File: config.mk
export PLATFORM = sky130hd
export DESIGN_NAME = booth8_mult_seq
export DESIGN_NICKNAME = d
export VERILOG_FILES = /design/src/rtl/mult_pkg.sv /design/src/rtl/booth8_digit_dec.sv /design/src/rtl/booth8_mult_seq.sv
export SDC_FILE = /design/constraint.sdc
export NUM_CORES = 1
export LEC_CHECK = 0
export ABC_AREA = 1
export CELL_PAD_IN_SITES_DETAIL_PLACEMENT = 1
export CELL_PAD_IN_SITES_GLOBAL_PLACEMENT = 2
export CORE_MARGIN = 1.5
export CORE_UTILIZATION = 30
export CTS_BUF_LIST = sky130_fd_sc_hd__clkbuf_16
export DETAILED_ROUTE_END_ITERATION = 7
export HOLD_SLACK_MARGIN = 0.02
export PLACE_DENSITY_LB_ADDON = 0.2
export SETUP_SLACK_MARGIN = 0.3
export SYNTH_ARGS = -nofsm -noshare
export SYNTH_HDL_FRONTEND = slang
export SYNTH_SLANG_ARGS = --single-unit
File: constraint.sdc
create_clock -name iClk -period 16.63 [get_ports iClk]
set_input_delay 3.326 -clock iClk [delete_from_list [all_inputs] [get_ports iClk]]
set_output_delay 3.326 -clock iClk [all_outputs]
set_load 0.03 [all_outputs]
File: src/rtl/mult_pkg.sv
// Shared types and sizing helpers for the radix-8 Booth multiplier family
// (the sequential booth8_mult_seq and the planned parallel variant).
package mult_pkg;

    localparam int GRP_W = 3;

    // Number of radix-8 digits needed to cover bits+1 multiplier bits: ceil((bits+1)/3)
    function automatic int ngrp_f(input int bits);
        return (bits + GRP_W) / GRP_W;
    endfunction

    typedef enum logic [1:0] {
        IDLE = 2'd0,
        PREP = 2'd1,
        ITER = 2'd2,
        DONE = 2'd3
    } state_t;

    // mag is one-hot {4M, 3M, 2M, 1M}; all-zero selects 0. neg requests two's-complement negation.
    typedef struct packed {
        logic       neg;
        logic [3:0] mag;
    } booth_sel_t;

endpackage

File: src/rtl/booth8_digit_dec.sv
// Radix-8 Booth digit decoder: overlapping 4-bit multiplier group to
// multiple select plus negate. Purely combinational.
module booth8_digit_dec
    import mult_pkg::*;
(
    input  logic [3:0] grp,
    output booth_sel_t sel
);

    always_comb begin
        sel = '{neg: 1'b0, mag: 4'b0000};
        unique case (grp)
            4'b0000, 4'b1111: sel = '{neg: 1'b0, mag: 4'b0000};
            4'b0001, 4'b0010: sel = '{neg: 1'b0, mag: 4'b0001};
            4'b0011, 4'b0100: sel = '{neg: 1'b0, mag: 4'b0010};
            4'b0101, 4'b0110: sel = '{neg: 1'b0, mag: 4'b0100};
            4'b0111:          sel = '{neg: 1'b0, mag: 4'b1000};
            4'b1000:          sel = '{neg: 1'b1, mag: 4'b1000};
            4'b1001, 4'b1010: sel = '{neg: 1'b1, mag: 4'b0100};
            4'b1011, 4'b1100: sel = '{neg: 1'b1, mag: 4'b0010};
            4'b1101, 4'b1110: sel = '{neg: 1'b1, mag: 4'b0001};
            default:          sel = '{neg: 1'b0, mag: 4'b0000};
        endcase
    end

endmodule

File: src/rtl/booth8_mult_seq.sv
// Sequential radix-8 Booth multiplier, one digit per clock.
// Define MULT_SIGNED_EN to add the iSigned input for two's-complement operands.
//
// state | meaning
// IDLE  | waiting for iStart; operands captured on accepted start
// PREP  | build hard multiple 3M, clear accumulator and digit counter
// ITER  | accumulate one shifted partial product per cycle
// DONE  | oDone pulse, oZ valid
module booth8_mult_seq
    import mult_pkg::*;
#(
    parameter int Bits = 16
) (
    input  logic              iClk,
    input  logic              iRst_n,
    input  logic              iStart,
    input  logic              iAbort,
`ifdef MULT_SIGNED_EN
    input  logic              iSigned,
`endif
    input  logic [Bits-1:0]   iM,
    input  logic [Bits-1:0]   iQ,
    output logic              oBusy,
    output logic              oDone,
    output logic [2*Bits-1:0] oZ
);

    localparam int NGRP  = ngrp_f(Bits);
    localparam int QEXT  = GRP_W * NGRP;
    localparam int MREGW = Bits + 2;
    localparam int MW    = Bits + 4;     // wide enough for +/-4M with sign
    localparam int AW    = 2 * Bits + 4;
    localparam int CNT_W = $clog2(NGRP);
    localparam int SH_W  = $clog2(AW);

    state_t state, state_nx;

    logic [MREGW-1:0]  m_reg;
    logic [MW-1:0]     m3_reg;
    logic [QEXT:0]     qx_reg;
    logic [AW-1:0]     acc;
    logic [CNT_W-1:0]  cnt;
    logic [2*Bits-1:0] z_reg;

    logic cap_en, prep_en, iter_en, last_en;
    logic cnt_last;
    logic m_sgn, q_sgn;

    logic [SH_W-1:0] sh_amt;
    logic [3:0]      grp;
    booth_sel_t      sel;
    logic [MW-1:0]   m_ext;
    logic [MW-1:0]   pp_mag;
    logic [MW-1:0]   pp;
    logic [AW-1:0]   pp_acc;
    logic [AW-1:0]   acc_next;

`ifdef MULT_SIGNED_EN
    assign m_sgn = iSigned & iM[Bits-1];
    assign q_sgn = iSigned & iQ[Bits-1];
`else
    assign m_sgn = 1'b0;
    assign q_sgn = 1'b0;
`endif

    assign cnt_last = (cnt == CNT_W'(NGRP - 1));

    always_ff @(posedge iClk or negedge iRst_n) begin
        if (!iRst_n) state <= IDLE;
        else         state <= state_nx;
    end

    always_comb begin
        state_nx = state;
        cap_en   = 1'b0;
        prep_en  = 1'b0;
        iter_en  = 1'b0;
        last_en  = 1'b0;
        unique case (state)
            IDLE: begin
                if (iStart) begin
                    cap_en   = 1'b1;
                    state_nx = PREP;
                end
            end
            PREP: begin
                if (iAbort) begin
                    state_nx = IDLE;
                end else begin
                    prep_en  = 1'b1;
                    state_nx = ITER;
                end
            end
            ITER: begin
                if (iAbort) begin
                    state_nx = IDLE;
                end else begin
                    iter_en = 1'b1;
                    if (cnt_last) begin
                        last_en  = 1'b1;
                        state_nx = DONE;
                    end
                end
            end
            DONE:    state_nx = IDLE;
            default: state_nx = IDLE;
        endcase
    end

    // Group k sits at Qx[3k+3:3k]; the same amount shifts the partial product.
    assign sh_amt = SH_W'(cnt) * SH_W'(GRP_W);
    assign grp    = 4'(qx_reg >> sh_amt);

    booth8_digit_dec u_dec (
        .grp (grp),
        .sel (sel)
    );

    assign m_ext  = {{(MW - MREGW){m_reg[MREGW-1]}}, m_reg};
    assign pp_mag = ({MW{sel.mag[0]}} & m_ext)
                  | ({MW{sel.mag[1]}} & (m_ext << 1))
                  | ({MW{sel.mag[2]}} & m3_reg)
                  | ({MW{sel.mag[3]}} & (m_ext << 2));
    assign pp       = sel.neg ? (~pp_mag + MW'(1)) : pp_mag;
    assign pp_acc   = {{(AW - MW){pp[MW-1]}}, pp} << sh_amt;
    assign acc_next = acc + pp_acc;

    always_ff @(posedge iClk or negedge iRst_n) begin
        if (!iRst_n) begin
            m_reg  <= '0;
            m3_reg <= '0;
            qx_reg <= '0;
            acc    <= '0;
            cnt    <= '0;
            z_reg  <= '0;
        end else begin
            if (cap_en) begin
                m_reg  <= {{(MREGW - Bits){m_sgn}}, iM};
                qx_reg <= {{(QEXT - Bits){q_sgn}}, iQ, 1'b0};
            end
            if (prep_en) begin
                m3_reg <= m_ext + (m_ext << 1);
                acc    <= '0;
                cnt    <= '0;
            end
            if (iter_en) begin
                acc <= acc_next;
                if (!cnt_last) cnt <= cnt + CNT_W'(1);
            end
            // Upper acc bits are sign/guard only; the product is the low 2*Bits.
            if (last_en) z_reg <= acc_next[2*Bits-1:0];
        end
    end

    assign oBusy = (state != IDLE);
    assign oDone = (state == DONE);
    assign oZ    = z_reg;

endmodule
=== Word level (Yosys, flattened, before mapping) ===
Memory sizes are Yosys's and may differ from the RTL's.
Cells that the tools add are included.

* Bits in registers: 125
* Bits in read-only memories: 80
* Memories kept: 1

* $add $sub $neg: 4
* Multipliers: 1
* Equality and inequality tests: 6
* Shift operators: 2
* Muxes and demuxes: 19
* Bitwise gates (word level): 8
* Reduce and logical (&&, ||, !) cells: 4

{| class="wikitable"
|+ Memory list
! memory !! depth !! width !! rd ports !! clocked after memory_dff !! write ports !! line !! source
|-
| (name not given) || 16 || 5 || 1 || 0 || 0 || booth8_digit_dec.sv:12 || <nowiki>unique case (grp)</nowiki>
|}

{| class="wikitable"
|+ Operators with widths
! cell !! count
|-
| two-way mux 36 bit || 2
|-
| OR 20 bit || 3
|-
| adder 36 bit || 1
|-
| left shift 36 x 5 -> 36 bit || 1
|-
| adder 20 x 1 -> 20 bit (second input constant) || 1
|-
| bitwise AND 20 x 16 -> 20 bit || 1
|-
| bitwise AND 20 x 17 -> 20 bit || 1
|-
| bitwise AND 20 x 18 -> 20 bit || 1
|-
| bitwise AND 20 bit || 1
|-
| two-way mux 20 bit || 1
|-
| NOT 20 bit || 1
|-
| adder 16 x 17 -> 18 bit || 1
|-
| >> shifter 17 x 5 -> 4 bit || 1
|-
| two-way mux 3 bit || 3
|-
| two-way mux 1 bit || 8
|-
| two-way mux 2 bit || 4
|-
| case mux 2 bit (4 select lines) || 1
|-
| multiplier 3 x 2 -> 5 bit (second input constant) || 1
|-
| equality test 2 bit (second input constant) || 2
|-
| nonzero test 2 bit || 2
|-
| adder 3 x 1 -> 3 bit (second input constant) || 1
|-
| equality test 3 bit (second input constant) || 1
|-
| inequality test 3 bit (second input constant) || 1
|-
| equality test 2 x 1 -> 1 bit (second input constant) || 1
|-
| other kinds (3) || 3
|}

=== Depth between registers and ports, before layout ===
Gate-level depths: netlist of the first run.
An unclocked memory read counts as a cell.

* Depth after elaboration: 13
* Mapped depth: 51
* Depth with buffers taken out: 50

=== Hierarchy ===
From an unflattened synthesis of the first run, not the netlist that was laid out.

* Cell total of the unflattened synthesis: 1403
* Area total of the unflattened synthesis: 9744.3 µm²

{| class="wikitable"
|+ Modules (own cells, without submodules)
! module !! times used !! cells each !! area an instance (µm²) !! seq. area each (µm²)
|-
| booth8_mult_seq || 1 || 1384 || 9646.8 || 2977.9
|-
| booth8_digit_dec || 1 || 19 || 97.6 || 0.0
|}

=== Worst setup path after synthesis of the first run ===
OpenSTA, ideal clock, no wires.

* Path type: register -> register
* Start point: register cnt[0]
* End point: register z_reg[28] (netlist: oZ[28])
* Setup time: 134 ps
* Data arrival time: 6581 ps
* Slack: 9915 ps
* Cell stages (with the launch flop): 45
* Path buffers: 1
* Clock period less this slack: 6715 ps
* Cell sequence: dfrtp_1 -> ha_1 -> fa_1 -> buf_4 -> nor2_2 -> inv_1 -> a21oi_1 -> a311oi_1 -> nand2_1 -> a31oi_1 -> inv_1 -> ha_1 -> nand4_2 -> nand2_4 -> nand2_1 -> o21ai_0 -> inv_1 -> ha_1 -> [... 9 more ...] -> nand2_1 -> o21ai_1 -> nand2_1 -> nand2_1 -> nand2_1 -> nand2_1 -> nand3_1 -> nand2_1 -> a21boi_1 -> o21ai_0 -> a21boi_0 -> o21ai_1 -> a21boi_0 -> o21ai_0 -> a21oi_1 -> o21ai_0 -> xor2_1 -> o21ai_0

* Word-level cells in the longest chain between the ends: 12
* Elaborated cells between the ends (all ways): 19

{| class="wikitable"
|+ RTL lines
! item !! line !! source
|-
| start, declared || booth8_mult_seq.sv:42 || <nowiki>logic [CNT_W-1:0] cnt;</nowiki>
|-
| start signal, assigned || booth8_mult_seq.sv:148 || <nowiki>if (!cnt_last) cnt <= cnt + CNT_W'(1);</nowiki>
|-
| multiplier 3 x 2 -> 5 bit || booth8_mult_seq.sv:111 || <nowiki>assign sh_amt = SH_W'(cnt) * SH_W'(GRP_W);</nowiki>
|-
| >> shifter 17 x 5 -> 4 bit || booth8_mult_seq.sv:112 || <nowiki>assign grp = 4'(qx_reg >> sh_amt);</nowiki>
|-
| memory (16 x 5 bit) || n/a ||
|-
| bitwise AND 20 x 16 -> 20 bit or bitwise AND 20 x 17 -> 20 bit (tied branches) || booth8_mult_seq.sv:120, booth8_mult_seq.sv:121 ||
|-
| OR 20 bit || booth8_mult_seq.sv:121 || <nowiki>| ({MW{sel.mag[1]}} & (m_ext << 1))</nowiki>
|-
| OR 20 bit || booth8_mult_seq.sv:122 || <nowiki>| ({MW{sel.mag[2]}} & m3_reg)</nowiki>
|-
| OR 20 bit || booth8_mult_seq.sv:123 || <nowiki>| ({MW{sel.mag[3]}} & (m_ext << 2));</nowiki>
|-
| NOT 20 bit || booth8_mult_seq.sv:124 || <nowiki>assign pp = sel.neg ? (~pp_mag + MW'(1)) : pp_mag;</nowiki>
|-
| adder 20 x 1 -> 20 bit || booth8_mult_seq.sv:124 ||
|-
| two-way mux 20 bit || booth8_mult_seq.sv:124 ||
|-
| left shift 36 x 5 -> 36 bit || booth8_mult_seq.sv:125 || <nowiki>assign pp_acc = {{(AW - MW){pp[MW-1]}}, pp} << sh_amt;</nowiki>
|-
| adder 36 bit || booth8_mult_seq.sv:126 || <nowiki>assign acc_next = acc + pp_acc;</nowiki>
|-
| end signal, assigned || booth8_mult_seq.sv:151 || <nowiki>if (last_en) z_reg <= acc_next[2*Bits-1:0];</nowiki>
|-
| end, declared || booth8_mult_seq.sv:43 || <nowiki>logic [2*Bits-1:0] z_reg;</nowiki>
|}

Parallel ways exist; a longest one is shown, timed or not.
A chain may end at the register's enable or synchronous reset.

=== Final worst setup path of the first run ===
* Start point: register cnt[0]
* End point: register acc[28]

* Word-level cells in the longest chain between the ends: 13
* Elaborated cells between the ends (all ways): 16

{| class="wikitable"
|+ RTL lines
! item !! line !! source
|-
| multiplier 3 x 2 -> 5 bit * || booth8_mult_seq.sv:111 ||
|-
| >> shifter 17 x 5 -> 4 bit || booth8_mult_seq.sv:112 ||
|-
| memory (16 x 5 bit) || n/a ||
|-
| bitwise AND 20 x 16 -> 20 bit or bitwise AND 20 x 17 -> 20 bit (tied branches) || booth8_mult_seq.sv:120, booth8_mult_seq.sv:121 ||
|-
| OR 20 bit || booth8_mult_seq.sv:121 ||
|-
| OR 20 bit || booth8_mult_seq.sv:122 ||
|-
| OR 20 bit || booth8_mult_seq.sv:123 ||
|-
| NOT 20 bit || booth8_mult_seq.sv:124 ||
|-
| adder 20 x 1 -> 20 bit || booth8_mult_seq.sv:124 ||
|-
| two-way mux 20 bit || booth8_mult_seq.sv:124 ||
|-
| left shift 36 x 5 -> 36 bit * || booth8_mult_seq.sv:125 ||
|-
| adder 36 bit * || booth8_mult_seq.sv:126 ||
|-
| two-way mux 36 bit * || booth8_mult_seq.sv:146 || <nowiki>if (iter_en) begin</nowiki>
|-
| end signal, assigned || booth8_mult_seq.sv:147 || <nowiki>acc <= acc_next;</nowiki>
|-
| end, declared || booth8_mult_seq.sv:41 || <nowiki>logic [AW-1:0] acc;</nowiki>
|}

Every way passes the cells marked *; elsewhere a longest branch is shown, timed or not.

==> impl_results.md, run 1 <==
* Status: finished clean
* Share of the synthesized area in the top cell type at 31.4%
* CTS tree: built
* Syn avg cell area at 7.15 µm²
* Skew-Pair Late Insertion Delay at 0.45 ns
* Final setup fails at 0
* Top cell type by total area after synthesis: dfrtp_1
* Hold Path Class: flip-flop to flip-flop
* Ratio of cells with drive above 1 in the final layout at 9.61%
* Crit Path Max Fanout at 42
* Final worst setup slack at 7.50 ns
* IO Count at 70
* Worst Skew at 0.0103 ns
* Clock Tree Buf Depth at 2
* Initial Utilization at 30.7%
* Clock root buffer: clkbuf_16
* TritonCTS Buffers at 17
* Total Routed Length at 29,300 µm
* CP arrival at 9.40 ns
* Ys async rst share at 100%
* H-tree Lvls at 4
* Net Count, Synth at 1,423
* YS warnings at 0
* Post-CTS sizing at 0
* Maxcap violations at 0
* First-pass GRT wire length at 49,900 µm
* Synth cell types at 51
* Worst-Margin Slew at 1.11 ns
* I/O Buffers at 69
* Drt initial violations at 371
* Slowest cell on the critical path: inv_1
* Cell repeated most along the worst path: nand2_1
* Drt pass-1 iters at 4
* Seq/Total Area, Yosys at 31.4%
* Post-route minimum period at 9.13 ns
* Antenna violations before repair at 1
* Top cells by area, synth: dfrtp_1 31%, nand2_1 14%, nand3_1 9.0%
* CTS Sinks at 119
* Post-place setup slack at 7.58 ns
* GR Overflow Total at 0
* Commonest non-fill, non-tap cell in the layout: nand2_1
* Core area at 0.0309 mm²
* Largest net degree at the start of global routing at 68
* Die height at 181 µm
* Top_reg_cell synth: dfrtp_1
* Antenna-violating nets left at 0
* Worst path bufs/invs at 6
* Hold Vio Cnt, Final at 0
* Commonest non-fill, non-tap cells in the layout: 352 x nand2_1, 171 x nand3_1, 119 x dfrtp_1
* TNS Setup at 0 ns
* DP Wirelength at 22,800 µm
* Chip Width at 181 µm
* Tcrit/Tclk final at 54.9%
* P&R area growth vs syn at 16.5%
* Worst path top cell family by delay: compound AO/OA/AOI/OAI gates
* Critical Path Start Type: flip-flop
* Vias in the first global route at 9,523
* Worst Path Required at 16.90 ns
* Num rows at 64
* Cell Area, Synth at 0.00950 mm²
* RSZ-0062 raised after global routing: false
* Max_slew headroom at 25.9%
* Seq cells post-synth at 119
* Via count at 8,989
* GRT Overall Usage at 19.0%
* Routed vias/inst at 5.05
* Antenna diodes at 0
* Worst Path Class, Setup: flip-flop to flip-flop
* Wirelength per Cell at 16.5 µm
* Die area at 0.0327 mm²
* CP peak stage delay at 0.50 ns
* DRC at 0
* Hold Buf Count CTS at 0
* Filler instances at 3,832
* Clk pin slew, worst setup/hold paths at 0.06 ns
* Setup bufs post-CTS at 0
* Slew Viols, Final at 0
* Routability congestion estimate from global placement at 0.846
* Peak Freq at 110 MHz
* Nets@finish at 1,466
* CP Capture Type: flip-flop
* EDFF count, synth at 0
* Gate count of the mapped netlist at 1,328
## cells by family (layout without fill, tap and decap cells)
group / Yosys count / in the layout / share of synthesized area, %
simple gates: 668 / 668 / 31.6
mux: 27 / 27 / 3.19
xor+xnor: 45 / 45 / 4.31
flops: 119 / 119 / 31.4
fa+ha+maj: 59 / 59 / 8.01
compound gates: 248 / 248 / 14.3
buf+inv: 162 / 218 / 7.22
## final timing paths
kind                              startpoint                    end  slack [ns]  cells past startpoint
max                         cnt[0]$_DFF_PN0_    acc[28]$_DFFE_PN0N_        7.50                     46
min                        oZ[4]$_DFFE_PN0P_      oZ[4]$_DFFE_PN0P_        0.48                      2
max reg2reg                 cnt[0]$_DFF_PN0_    acc[28]$_DFFE_PN0N_        7.50                     46
min reg2reg                oZ[4]$_DFFE_PN0P_      oZ[4]$_DFFE_PN0P_        0.48                      2
max in group asynchronous             iRst_n      oZ[5]$_DFFE_PN0P_       12.34                      2
min in group asynchronous             iRst_n  m_reg[12]$_DFFE_PN0P_        2.93                      1
## tightest hold or removal path: stages (launching register included)
cell and delay [ns]:
dfrtp_1 0.34, nand2_1 0.05, o21ai_0 0.06
## routing by layer
| layer | vias up | GRT usage (%) | wire [µm] |
|---|---|---|---|
| met4 | 2 | 5.33 | 374 |
| met3 | 24 | 3.25 | 957 |
| li1 | 4528 | - | - |
| met1 | 4335 | 26.3 | 14700 |
| met5 | - | 0 | 13 |
| met2 | 100 | 30.6 | 13300 |
## Yosys cell counts (all sizes together), types with 9 or more instances
cell type / instances
a21boi: 9
a21oi: 67
buf: 25
clkbuf: 30
dfrtp: 119
ha: 56
inv: 104
mux2: 26
nand2: 369
nand3: 183
nand4: 9
nor2: 89
nor3: 11
o21ai: 137
xnor2: 19
xor2: 26
## through the flow
step	cells	util [%]	area, µm²	hold slack [ns]
2_1_floorplan	1328	-	9500	0.452
3_5_place_dp	1748	33.9	10500	0.472
4_1_cts	1780	35.8	11100	0.487
3_3_place_gp	1748	33.9	10500	0.469
6_report	1780	35.8	11100	0.484
5_1_grt	1780	35.8	11100	0.517
## final cells by class
cell class	instances	area, µm²	share of cell area (%)
multi-input combinational	1047	5840	52.8
timing repair buffer	79	763	6.90
clock inverter	15	154	1.39
sequential	119	2980	26.9
clock buffer	17	425	3.84
inverter	107	404	3.65
tap	396	495	4.48
Power of run 1 is left out: the tool's default activity adds up to more than one toggle a clock period on the data nets, which glitch-free logic cannot reach.
==> run 2: changes to the inputs <==
Clock period 16.63 ns to 7.64 ns, I/O delays scaled along.
==> run 2 against run 1 <==
Sequential share of layout area fell by 1.3 points; final cell count up 2.1%; die area is the same; register-to-register slack worse by 6.7 ns; non-clock buffer count increased by 38; wire length increased by 3.4%; global-route usage up 0.50 points; worst setup slack got worse by 6.7 ns; critical endpoint is now acc[30]$_DFFE_PN0N_; largest cell class unchanged.
==> impl_results.md, run 2 (synthesized netlist as in run 1, its figures left out) <==
* Die area at 0.0327 mm²
* P&R area growth vs syn at 22.3%
* GR Overflow Total at 0
* DRC at 0
* CP arrival at 7.15 ns
* Inst Count DP at 1,774
* Crit Path Max Fanout at 12
* Clock Tree Buf Depth at 2
* Routability congestion estimate from global placement at 0.838
* Wirelength per Cell at 16.7 µm
* Drt pass-1 iters at 4
* CTS Sinks at 119
* Max_slew headroom at 33.6%
* Peak Freq at 146 MHz
* Vias in the first global route at 9,541
* Via count at 9,078
* TritonCTS Buffers at 17
* Initial Utilization at 30.7%
* TNS Setup at 0 ns
* Non-filler instance count after layout at 1,817
* Clk pin slew, worst setup/hold paths at 0.05 ns
* Post-route minimum period at 6.84 ns
* Antenna violations before repair at 2
* Hold Path Class: flip-flop to flip-flop
* CP peak stage delay at 0.51 ns
* Die height at 181 µm
* Antenna-violating nets left at 0
* Final worst setup slack at 0.796 ns
* DP Wirelength at 23,400 µm
* Antenna diodes at 0
* IO Count at 70
* Cell repeated most along the worst path: nand2_1
* Core area at 0.0309 mm²
* H-tree Lvls at 4
* Maxcap violations at 0
* I/O Buffers at 69
* Fin Hold WS at 0.473 ns
* Commonest non-fill, non-tap cell in the layout: nand2_1
* Final setup fails at 0
* Worst Path Required at 7.94 ns
* Clock root buffer: clkbuf_16
* Commonest non-fill, non-tap cells in the layout: 349 x nand2_1, 170 x nand3_1, 119 x dfrtp_1
* Nets@finish at 1,504
* Routed vias/inst at 5.00
* First-pass GRT wire length at 51,000 µm
* GRT Overall Usage at 19.5%
* RSZ-0062 raised after global routing: false
* Total Routed Length at 30,300 µm
* Skew-Pair Late Insertion Delay at 0.45 ns
* CTS tree: built
* Worst Path Class, Setup: flip-flop to flip-flop
* Largest net degree at the start of global routing at 73
* Ratio of cells with drive above 1 in the final layout at 14.5%
* Worst Skew at 0.0129 ns
* Num rows at 64
* Tcrit/Tclk final at 89.6%
* Chip Width at 181 µm
* Worst-Margin Slew at 0.995 ns
* Hold Vio Cnt, Final at 0
* Drt initial violations at 356
* Status: finished clean
* Slew Viols, Final at 0
* Slowest cell on the critical path: fa_2
* Critical Path Start Type: flip-flop
* CP Capture Type: flip-flop
* Post-place setup slack at -0.236 ns
-- run 2: cell count changes in the layout (fill, tap and decap cells not counted), sizes merged --
cell      delta
bufinv       +4
clkinvlp     -4
buf         +38
clkinv       -2
inv          +1
-- run 2: layout make-up --
cell class,instances,area [µm²]
Fill cell,3821,19300
Multi-Input combinational cell,1047,6050
Sequential cell,119,2980
Timing Repair Buffer,117,1050
Tap cell,396,495
Clock buffer,17,425
Inverter,107,404
Clock inverter,14,216
-- run 2: what timing repair did --
item	CTS	global route
hold endpoints to repair	0	0
setup endpoints to repair	26	32
hold buffers	0	0
pin swaps	1	24
gates resized for setup	16	46
buffers inserted	2	10
-- run 2: stage by stage --
| stage | area [µm²] | utilization (%) |
|---|---|---|
| final | 11600 | 37.6 |
| after global routing | 11600 | 37.6 |
| after CTS | 11400 | 36.8 |
| after detailed placement | 10700 | 34.6 |
| after global placement | 10700 | 34.6 |
| after floorplan | 9500 | - |
-- run 2: per-layer routing --
layer	up-vias	part of all wire, %	track usage, %
met5	-	0	0
met4	0	0.84	4.43
met3	16	2.5	3.43
met2	101	46	32.1
met1	4348	51	26.7
li1	4613	-	-
-- run 2: worst paths after layout --
path / from / slack, ns / depth (start not counted) / to
max reg2reg: cnt[0]$_DFF_PN0_ / 0.80 / 41 / acc[30]$_DFFE_PN0N_
min reg2reg: oZ[2]$_DFFE_PN0P_ / 0.47 / 2 / oZ[2]$_DFFE_PN0P_
max in group asynchronous: iRst_n / 5.07 / 2 / acc[8]$_DFFE_PN0N_
max: cnt[0]$_DFF_PN0_ / 0.80 / 41 / acc[30]$_DFFE_PN0N_
min: oZ[2]$_DFFE_PN0P_ / 0.47 / 2 / oZ[2]$_DFFE_PN0P_
min in group asynchronous: iRst_n / 1.11 / 1 / m3_reg[17]$_DFFE_PN0P_
-- run 2: worst max-delay path: cells and delay by family (launching register included) --
family	cells	cell delay [ns]
AO/OA/AOI/OAI	13	2.11
XOR/XNOR	2	0.27
adder cells (fa/ha/maj)	4	1.44
buffers and inverters	5	0.60
flip-flops	1	0.37
multiplexers	1	0.21
AND/OR/NAND/NOR	16	1.66
Power of run 2 is left out for the same reason.
==> run 3: changes to the inputs <==
Settings changed: HOLD_SLACK_MARGIN 0.02 to 0.05.
==> results of run 3 <==
Final layout, timing and power as in run 2 (identical DEF).
Power of run 3 is left out for the same reason.
